**config.mk**
```make
export PLATFORM = sky130hd
export DESIGN_NAME = fpu_norm_lshift_pipe_flat
export DESIGN_NICKNAME = d
export VERILOG_FILES = /design/src/rtl/fpu_norm_lshift_pipe_pkg.sv /design/src/rtl/fpu_norm_lshift_pipe_if.sv /design/src/rtl/fpu_norm_lshift_pipe_shift_stage.sv /design/src/rtl/fpu_norm_lshift_pipe.sv /design/src/flat_wrapper.sv
export SDC_FILE = /design/constraint.sdc
export NUM_CORES = 1
export LEC_CHECK = 0
export CAP_MARGIN = 10
export CORE_MARGIN = 1.5
export CORE_UTILIZATION = 40
export DETAILED_ROUTE_END_ITERATION = 8
export PLACE_DENSITY = 0.66
export SKIP_CTS_REPAIR_TIMING = 1
export SYNTH_ARGS = -nofsm -noshare
export SYNTH_HDL_FRONTEND = slang
export SYNTH_SLANG_ARGS = --single-unit
```
**constraint.sdc**
```tcl
create_clock -name rclk -period 2.5 [get_ports rclk]
set_clock_uncertainty 0.2 [all_clocks]
set_input_delay 0.5 -clock rclk [delete_from_list [all_inputs] [get_ports rclk]]
set_output_delay 0.5 -clock rclk [all_outputs]
set_load 0.05 [all_outputs]
```
**src/rtl/fpu_norm_lshift_pipe_pkg.sv**
```systemverilog
// Shared widths, beat type and shift helper for the FPU normalizing left-shifter.
// Latency: n/a (package).
// Backpressure: n/a (package).
//
// Contents:
//   MANT_W / LZC_W / EXP_W / TAG_W : datapath widths (2**LZC_W >= MANT_W)
//   CRS_GRAN / FINE_W / CRS_W      : coarse/fine split of the shift amount
//   norm_beat_t                    : one input beat {mant, exp, lz, zero, tag}
//   sat_shift()                    : shift amount that saturates illegal counts
package fpu_norm_pkg;

    localparam int MANT_W = 64;
    localparam int LZC_W  = 6;
    localparam int EXP_W  = 12;
    localparam int TAG_W  = 4;

    // Coarse stage shifts in whole bytes, fine stage covers the remaining 0..7.
    localparam int CRS_GRAN = 8;
    localparam int FINE_W   = $clog2(CRS_GRAN);
    localparam int CRS_W    = LZC_W - FINE_W;

    typedef struct packed {
        logic [MANT_W-1:0] mant;
        logic [EXP_W-1:0]  exp;
        logic [LZC_W-1:0]  lz;
        logic              zero;
        logic [TAG_W-1:0]  tag;
    } norm_beat_t;

    // A lead-0 count at or beyond the mantissa width cannot come from a real
    // non-zero mantissa. Pushing it to all-ones guarantees the barrel shift
    // runs every bit off the top, so the mantissa ends up zero.
    function automatic logic [LZC_W-1:0] sat_shift(input logic [LZC_W-1:0] lz);
        if (int'(lz) >= MANT_W) begin
            return '1;
        end
        return lz;
    endfunction

endpackage

```
**src/rtl/fpu_norm_lshift_pipe_if.sv**
```systemverilog
// Handshake bundle between the add/mul datapath, the normalizer and the rounder.
// Latency: n/a (interface only).
// Backpressure: valid/ready on both the input and output channels.
//
// master : the producer/consumer environment (drives in_*, out_rdy)
// slave  : the normalizer (drives in_rdy, out_*)
interface fpu_norm_lshift_pipe_if;
    import fpu_norm_pkg::*;

    logic              in_vld;
    logic              in_rdy;
    logic [MANT_W-1:0] in_mant;
    logic [LZC_W-1:0]  in_lz;
    logic              in_zero;
    logic [EXP_W-1:0]  in_exp;
    logic [TAG_W-1:0]  in_tag;

    logic              out_vld;
    logic              out_rdy;
    logic [MANT_W-1:0] out_mant;
    logic [EXP_W-1:0]  out_exp;
    logic              out_zero;
    logic              out_uf;
    logic [TAG_W-1:0]  out_tag;

    modport master (
        output in_vld, in_mant, in_lz, in_zero, in_exp, in_tag, out_rdy,
        input  in_rdy, out_vld, out_mant, out_exp, out_zero, out_uf, out_tag
    );

    modport slave (
        input  in_vld, in_mant, in_lz, in_zero, in_exp, in_tag, out_rdy,
        output in_rdy, out_vld, out_mant, out_exp, out_zero, out_uf, out_tag
    );

endinterface

```
**src/rtl/fpu_norm_lshift_pipe_shift_stage.sv**
```systemverilog
// Registered barrel left-shift by i_sel*SHIFT_GRAN bits, loaded when i_en is high.
// Latency: 1 cycle.
// Backpressure: none internally; the caller gates i_en, and the register holds while i_en is low.
//
// Ports:
//   rclk, arst_l : clock, asynchronous active-low reset (register clears to 0)
//   i_en         : load enable
//   i_dat/i_sel  : data to shift, shift amount in units of SHIFT_GRAN
//   o_dat        : registered shifted data
module fpu_norm_shift_stage #(
    parameter int W          = 64,
    parameter int SEL_W      = 3,
    parameter int SHIFT_GRAN = 1
) (
    input  logic             rclk,
    input  logic             arst_l,
    input  logic             i_en,
    input  logic [W-1:0]     i_dat,
    input  logic [SEL_W-1:0] i_sel,
    output logic [W-1:0]     o_dat
);

    logic [W-1:0] w_shifted;
    logic [W-1:0] r_dat;

    // Shifts of W or more clear the word, which is what the saturated
    // illegal-count case relies on.
    always_comb begin
        w_shifted = i_dat << (32'(i_sel) * SHIFT_GRAN);
    end

    always_ff @(posedge rclk or negedge arst_l) begin
        if (!arst_l) begin
            r_dat <= '0;
        end else if (i_en) begin
            r_dat <= w_shifted;
        end
    end

    assign o_dat = r_dat;

endmodule

```
**src/rtl/fpu_norm_lshift_pipe.sv**
```systemverilog
// Normalizing left-shifter: shifts the mantissa by its lead-0 count and lowers the exponent to match.
// Latency: 2 cycles from accept to out_vld; one beat per cycle when unstalled.
// Backpressure: each stage holds while its successor is full and stalled; in_rdy drops only when both stages are full.
//
// Ports: rclk (clock), arst_l (async active-low reset), bus (fpu_norm_lshift_pipe_if.slave):
//   in_vld/in_rdy, in_mant, in_lz, in_zero, in_exp, in_tag  -> beat from the datapath
//   out_vld/out_rdy, out_mant, out_exp, out_zero, out_uf, out_tag -> beat to the rounder
// Build option FPU_NORM_DENORM_EN: caps the shift so the exponent stops at the denormal
// boundary (out_exp=0, out_uf=1 when capped). Undefined: full shift, exponent wraps and out_uf flags the wrap.
module fpu_norm_lshift_pipe
    import fpu_norm_pkg::*;
(
    input logic                   rclk,
    input logic                   arst_l,
    fpu_norm_lshift_pipe_if.slave bus
);

    // ---------------------------------------------------------------
    // Stage enables
    // ---------------------------------------------------------------
    logic r_s1_vld;
    logic r_s2_vld;
    logic w_en1;
    logic w_en2;
    logic w_ld1;
    logic w_ld2;

    assign w_en2 = !r_s2_vld || bus.out_rdy;
    assign w_en1 = !r_s1_vld || w_en2;
    assign w_ld1 = w_en1 && bus.in_vld;
    assign w_ld2 = w_en2 && r_s1_vld;

    assign bus.in_rdy = w_en1;

    // ---------------------------------------------------------------
    // Stage 1: shift amount, coarse byte shift, sideband capture
    // ---------------------------------------------------------------
    norm_beat_t        w_in_beat;
    logic [LZC_W-1:0]  w_sh;
    logic [LZC_W-1:0]  w_dec;
    logic              w_lim;

    always_comb begin
        w_in_beat.mant = bus.in_zero ? '0 : bus.in_mant;
        w_in_beat.exp  = bus.in_exp;
        w_in_beat.lz   = bus.in_lz;
        w_in_beat.zero = bus.in_zero;
        w_in_beat.tag  = bus.in_tag;
    end

    // w_sh drives the mantissa shift, w_dec is what gets taken off the
    // exponent. They differ only for the saturated illegal-count case,
    // where the exponent still follows the raw count.
    always_comb begin
        w_sh  = sat_shift(w_in_beat.lz);
        w_dec = w_in_beat.lz;
        w_lim = 1'b0;
`ifdef FPU_NORM_DENORM_EN
        // The shift may not take the exponent below 1. When the count would
        // reach or pass that point (lz >= exp, or any shift at exp == 0),
        // shift only exp-1 places and mark the result denormal.
        if ((w_in_beat.lz != '0) &&
            ({{(EXP_W-LZC_W){1'b0}}, w_in_beat.lz} >= w_in_beat.exp)) begin
            w_lim = 1'b1;
            w_sh  = (w_in_beat.exp == '0) ? '0 :
                    LZC_W'(w_in_beat.exp - EXP_W'(1));
            w_dec = w_sh;
        end
`endif
    end

    logic [MANT_W-1:0] w_m1;
    logic [EXP_W-1:0]  r_s1_exp;
    logic [LZC_W-1:0]  r_s1_lz;
    logic [FINE_W-1:0] r_s1_fine;
    logic              r_s1_zero;
    logic              r_s1_lim;
    logic [TAG_W-1:0]  r_s1_tag;

    fpu_norm_shift_stage #(
        .W          (MANT_W),
        .SEL_W      (CRS_W),
        .SHIFT_GRAN (CRS_GRAN)
    ) u_coarse (
        .rclk   (rclk),
        .arst_l (arst_l),
        .i_en   (w_ld1),
        .i_dat  (w_in_beat.mant),
        .i_sel  (w_sh[LZC_W-1:FINE_W]),
        .o_dat  (w_m1)
    );

    always_ff @(posedge rclk or negedge arst_l) begin
        if (!arst_l) begin
            r_s1_vld  <= 1'b0;
            r_s1_exp  <= '0;
            r_s1_lz   <= '0;
            r_s1_fine <= '0;
            r_s1_zero <= 1'b0;
            r_s1_lim  <= 1'b0;
            r_s1_tag  <= '0;
        end else begin
            if (w_en1) begin
                r_s1_vld <= bus.in_vld;
            end
            if (w_ld1) begin
                r_s1_exp  <= w_in_beat.exp;
                r_s1_lz   <= w_dec;
                r_s1_fine <= w_sh[FINE_W-1:0];
                r_s1_zero <= w_in_beat.zero;
                r_s1_lim  <= w_lim;
                r_s1_tag  <= w_in_beat.tag;
            end
        end
    end

    // ---------------------------------------------------------------
    // Stage 2: fine bit shift and exponent subtract
    // ---------------------------------------------------------------
    logic [MANT_W-1:0] w_m2;
    logic [EXP_W:0]    w_diff;
    logic [EXP_W-1:0]  w_exp_nx;
    logic              w_uf_nx;
    logic [EXP_W-1:0]  r_s2_exp;
    logic              r_s2_zero;
    logic              r_s2_uf;
    logic [TAG_W-1:0]  r_s2_tag;

    fpu_norm_shift_stage #(
        .W          (MANT_W),
        .SEL_W      (FINE_W),
        .SHIFT_GRAN (1)
    ) u_fine (
        .rclk   (rclk),
        .arst_l (arst_l),
        .i_en   (w_ld2),
        .i_dat  (w_m1),
        .i_sel  (r_s1_fine),
        .o_dat  (w_m2)
    );

    // One extra bit on the subtract: its borrow is the underflow flag, and
    // the low EXP_W bits are the exponent modulo 2**EXP_W.
    always_comb begin
        w_diff   = {1'b0, r_s1_exp} - {{(EXP_W+1-LZC_W){1'b0}}, r_s1_lz};
        w_exp_nx = w_diff[EXP_W-1:0];
        w_uf_nx  = w_diff[EXP_W];
        if (r_s1_zero) begin
            w_exp_nx = '0;
            w_uf_nx  = 1'b0;
        end else if (r_s1_lim) begin
            w_exp_nx = '0;
            w_uf_nx  = 1'b1;
        end
    end

    always_ff @(posedge rclk or negedge arst_l) begin
        if (!arst_l) begin
            r_s2_vld  <= 1'b0;
            r_s2_exp  <= '0;
            r_s2_zero <= 1'b0;
            r_s2_uf   <= 1'b0;
            r_s2_tag  <= '0;
        end else begin
            if (w_en2) begin
                r_s2_vld <= r_s1_vld;
            end
            if (w_ld2) begin
                r_s2_exp  <= w_exp_nx;
                r_s2_zero <= r_s1_zero;
                r_s2_uf   <= w_uf_nx;
                r_s2_tag  <= r_s1_tag;
            end
        end
    end

    assign bus.out_vld  = r_s2_vld;
    assign bus.out_mant = w_m2;
    assign bus.out_exp  = r_s2_exp;
    assign bus.out_zero = r_s2_zero;
    assign bus.out_uf   = r_s2_uf;
    assign bus.out_tag  = r_s2_tag;

endmodule
```
**src/flat_wrapper.sv**
```systemverilog
// flat-port wrapper written by rule: the top's interface ports become plain ports
module fpu_norm_lshift_pipe_flat import fpu_norm_pkg::*;
  (rclk, arst_l, bus_in_vld, bus_in_mant, bus_in_lz, bus_in_zero, bus_in_exp, bus_in_tag, bus_out_rdy, bus_in_rdy, bus_out_vld, bus_out_mant, bus_out_exp, bus_out_zero, bus_out_uf, bus_out_tag);
  fpu_norm_lshift_pipe_if bus_i ();
  input logic rclk;
  input logic arst_l;
  input wire logic [$bits(bus_i.in_vld)-1:0] bus_in_vld;
  input wire logic [$bits(bus_i.in_mant)-1:0] bus_in_mant;
  input wire logic [$bits(bus_i.in_lz)-1:0] bus_in_lz;
  input wire logic [$bits(bus_i.in_zero)-1:0] bus_in_zero;
  input wire logic [$bits(bus_i.in_exp)-1:0] bus_in_exp;
  input wire logic [$bits(bus_i.in_tag)-1:0] bus_in_tag;
  input wire logic [$bits(bus_i.out_rdy)-1:0] bus_out_rdy;
  output wire logic [$bits(bus_i.in_rdy)-1:0] bus_in_rdy;
  output wire logic [$bits(bus_i.out_vld)-1:0] bus_out_vld;
  output wire logic [$bits(bus_i.out_mant)-1:0] bus_out_mant;
  output wire logic [$bits(bus_i.out_exp)-1:0] bus_out_exp;
  output wire logic [$bits(bus_i.out_zero)-1:0] bus_out_zero;
  output wire logic [$bits(bus_i.out_uf)-1:0] bus_out_uf;
  output wire logic [$bits(bus_i.out_tag)-1:0] bus_out_tag;
  assign bus_i.in_vld = bus_in_vld;
  assign bus_i.in_mant = bus_in_mant;
  assign bus_i.in_lz = bus_in_lz;
  assign bus_i.in_zero = bus_in_zero;
  assign bus_i.in_exp = bus_in_exp;
  assign bus_i.in_tag = bus_in_tag;
  assign bus_i.out_rdy = bus_out_rdy;
  assign bus_in_rdy = bus_i.in_rdy;
  assign bus_out_vld = bus_i.out_vld;
  assign bus_out_mant = bus_i.out_mant;
  assign bus_out_exp = bus_i.out_exp;
  assign bus_out_zero = bus_i.out_zero;
  assign bus_out_uf = bus_i.out_uf;
  assign bus_out_tag = bus_i.out_tag;
  fpu_norm_lshift_pipe u_core (.rclk(rclk), .arst_l(arst_l), .bus(bus_i));
endmodule
```
==> reports/qor.csv, run 1 <==
metric;value;unit
r2r.worst_path.cells;8;
syn_avg_cell_area;11.1;um^2
ir_drop;0.401;mV
cp_top_family;compound AO/OA/AOI/OAI gates;
postSynthCellCount;916;
worst_pin_slew;0.790;ns
synth_edf_count;0;
r2r-end;u_core.bus.out_exp[8];
worst-path-stages;8;
cts_made_buffers;17;
start_kind;flop;
hold_class;flop to flop;
status;finished clean;
clkSinkCount;171;
grt_first_pass_wirelength;44700;um
wirelength;28200;um
routedWlPerCell;19.8;um
die_x;163;um
cts_buffer_depth;2;
synthAdderAreaFrac;0.934;%
crit_type;flop to flop;
dp.final_hpwl;21800;um
syn-num-nets;1014;
ant_nets;0;
ys_warn_count;0;
crit_start;u_core.r_s1_fine[0];
cts_max_level;4;
r2r_slack;0.12;ns
synth_xor_area_share;0.344;%
grt_start_max_net_pins;70;
antenna_found_initial;1;
die-height;163;um
min_period;2.38;ns
clockRootBuffer;clkbuf_16;
timing.rr.start;u_core.r_s1_fine[0];
met1Wirelength;13500;um
io_buffer_count;174;
drt_first_pass_iters;5;
dieArea;26400;um^2
muxShareOfSynthArea;27.3;%
slew_headroom;47.3;%
final-hold-violation-count;0;
clock_latency;0.43;ns
async_flop_share;100;%
p_total;10.0;mW
pin_count;175;
leakage;5.47;nW
route.met2.wl;12300;um
synthSimpleGateAreaFrac;9.91;%
setup_violations;0;
antenna_cells;0;
synth_compound_area_share;15.6;%
viasPerCell;5.71;
clk_pin_slew;0.07;ns
cp-end-kind;flop;
grt_pass1_vias;7752;
place_area;12600;um^2
stdcell_area;13200;um^2
top_layer;met5;
drive_above_1_share;18.8;%
rsz0062_at_grt;no;
drc;0;
synthesis.area;10200;um^2
drv_cap;0;
gr-total-overflow;0;
drt_iter0_drc;658;
cp_slowest_cell;dfrtp_4;
core;25100;um^2
seq_area_frac_synth;42.0;%
synth_cell_types;53;
timing.critical_path.to;u_core.bus.out_exp[8];
maxSlewViolCount;0;
synth_top_flop_cell;dfrtp_1;
ys_ff_latch;171;
required;2.64;ns
path_max_fanout;4;
nets;1181;
syn_to_final_growth;29.4;%
cp_cell_sequence;ha_1 > inv_1 > fa_2 > a211oi_4 > o21bai_4 > a2111oi_4 > xnor2_1 > o31ai_2;
power_density;762;nW/um^2
fin_crit_sh;95.2;%
worstPathArrival;2.52;ns
start_util;40.5;%
gp_congestion;0.919;
rows;58;
grtUsageTotal;22.1;%
cts_tree;yes;
cp_num_buf_inv;1;
vias;8147;
wl_met3;1810;um
fmax;0.420;GHz
synth_top_family_by_area;multiplexers;
tns;0;ns
cpPeakStageDelay;0.43;ns
## power by group
group / leakage (nW) / internal, mW / switching, mW
Combinational: 2.94 / 1.59 / 2.31
Clock: 0.287 / 1.33 / 1.24
Sequential: 2.24 / 3.21 / 0.364
## state kept, by name, summed over array words and instances (netlist names), 2 cells and up
name,flops
u_core.bus.out_exp,12
u_core.bus.out_tag,4
u_core.r_s1_exp,12
u_core.r_s1_fine,2
u_core.r_s1_lz,4
u_core.r_s1_tag,4
u_core.u_coarse.o_dat,64
u_core.u_fine.o_dat,64
## stage by stage
step	utilization [%]	cells	setup slack [ns]	hold slack, ns
after detailed placement	50.0	1393	0.0342	0.268
after global routing	52.5	1426	0.0202	0.304
after floorplan	-	916	0.0198	0.00441
after global placement	50.0	1393	0.0660	0.259
after CTS	52.3	1425	0.00892	-0.158
final	52.5	1426	0.119	0.279
## cell usage in the layout (no fill, tap or decap), drive strengths merged, types with 19 or more instances in the layout
cell / count
dfrtp: 171
clkdlybuf4s50: 170
nand2: 135
o21ai: 104
mux2i: 89
mux4: 69
buf: 57
nor2: 34
mux2: 30
a211oi: 22
nor2b: 20
a21oi: 19
## cells in the mapped netlist, types with 3 or more instances
| library cell | instances | area, um^2 |
|---|---|---|
| a32oi_1 | 8 | 70.1 |
| nor2b_1 | 20 | 125 |
| nor2_1 | 33 | 124 |
| a21oi_1 | 19 | 95.1 |
| mux2_2 | 30 | 338 |
| a221o_1 | 8 | 80.1 |
| nor3_1 | 12 | 60.1 |
| o31ai_1 | 4 | 30.0 |
| o41ai_1 | 4 | 35.0 |
| clkbuf_1 | 42 | 158 |
| nand2_1 | 134 | 503 |
| nand3_1 | 5 | 25.0 |
| a211oi_1 | 20 | 150 |
| nand2b_1 | 5 | 31.3 |
| a22oi_1 | 9 | 67.6 |
| xnor2_1 | 4 | 35.0 |
| mux2i_1 | 89 | 891 |
| ha_1 | 6 | 75.1 |
| o21ai_0 | 103 | 515 |
| a22o_1 | 17 | 149 |
| a211o_1 | 8 | 70.1 |
| a2bb2oi_1 | 16 | 140 |
| buf_1 | 7 | 26.3 |
| buf_2 | 24 | 120 |
| buf_4 | 5 | 37.5 |
| nor4_1 | 3 | 18.8 |
| dfrtp_1 | 171 | 4280 |
| inv_1 | 8 | 30.0 |
| mux4_2 | 69 | 1550 |
| o21a_1 | 4 | 30.0 |
## layer usage
metal / up-vias / GRT usage (%)
li1: 3797 / -
met4: 2 / 6.96
met1: 4002 / 33.8
met2: 306 / 31.2
met5: - / 0
met3: 40 / 4.58
## cell families (layout without fill, tap and decap cells)
logic type,Yosys count,in the layout
adders and majority gates,7,7
and+or+nand+nor,225,225
buffers and inverters,88,268
DFF,171,171
AOI/OAI and AO/OA,233,233
xor gates and xnor gates,4,4
muxes,188,188
## worst min path at each step
stage,end,cells past startpoint,start
3_5_place_dp,u_core.bus.out_exp[6],2,u_core.bus.out_exp[6]
3_3_place_gp,u_core.u_fine.o_dat[1],2,u_core.u_fine.o_dat[1]
6_report,u_core.bus.out_exp[3],1,u_core.bus.out_exp[3]
5_1_grt,u_core.bus.out_exp[3],1,u_core.bus.out_exp[3]
2_1_floorplan,u_core.bus.out_exp[0],0,arst_l
4_1_cts,u_core.bus.out_tag[0],1,arst_l
## layout make-up
class | instances | area (um^2)
Fill cell | 2255 | 11900
Multi-Input combinational cell | 657 | 5550
Sequential cell | 171 | 4290
Timing Repair Buffer | 228 | 2320
Clock buffer | 17 | 425
Tap cell | 330 | 413
Clock inverter | 15 | 155
Inverter | 8 | 30.0
No activity file was read; power rests on OpenSTA's default activity.
==> run 2: changes to the inputs <==
- HOLD_SLACK_MARGIN: unset -> 0.12
==> results of run 2 <==
Final layout, timing and power as in run 1 (identical DEF).
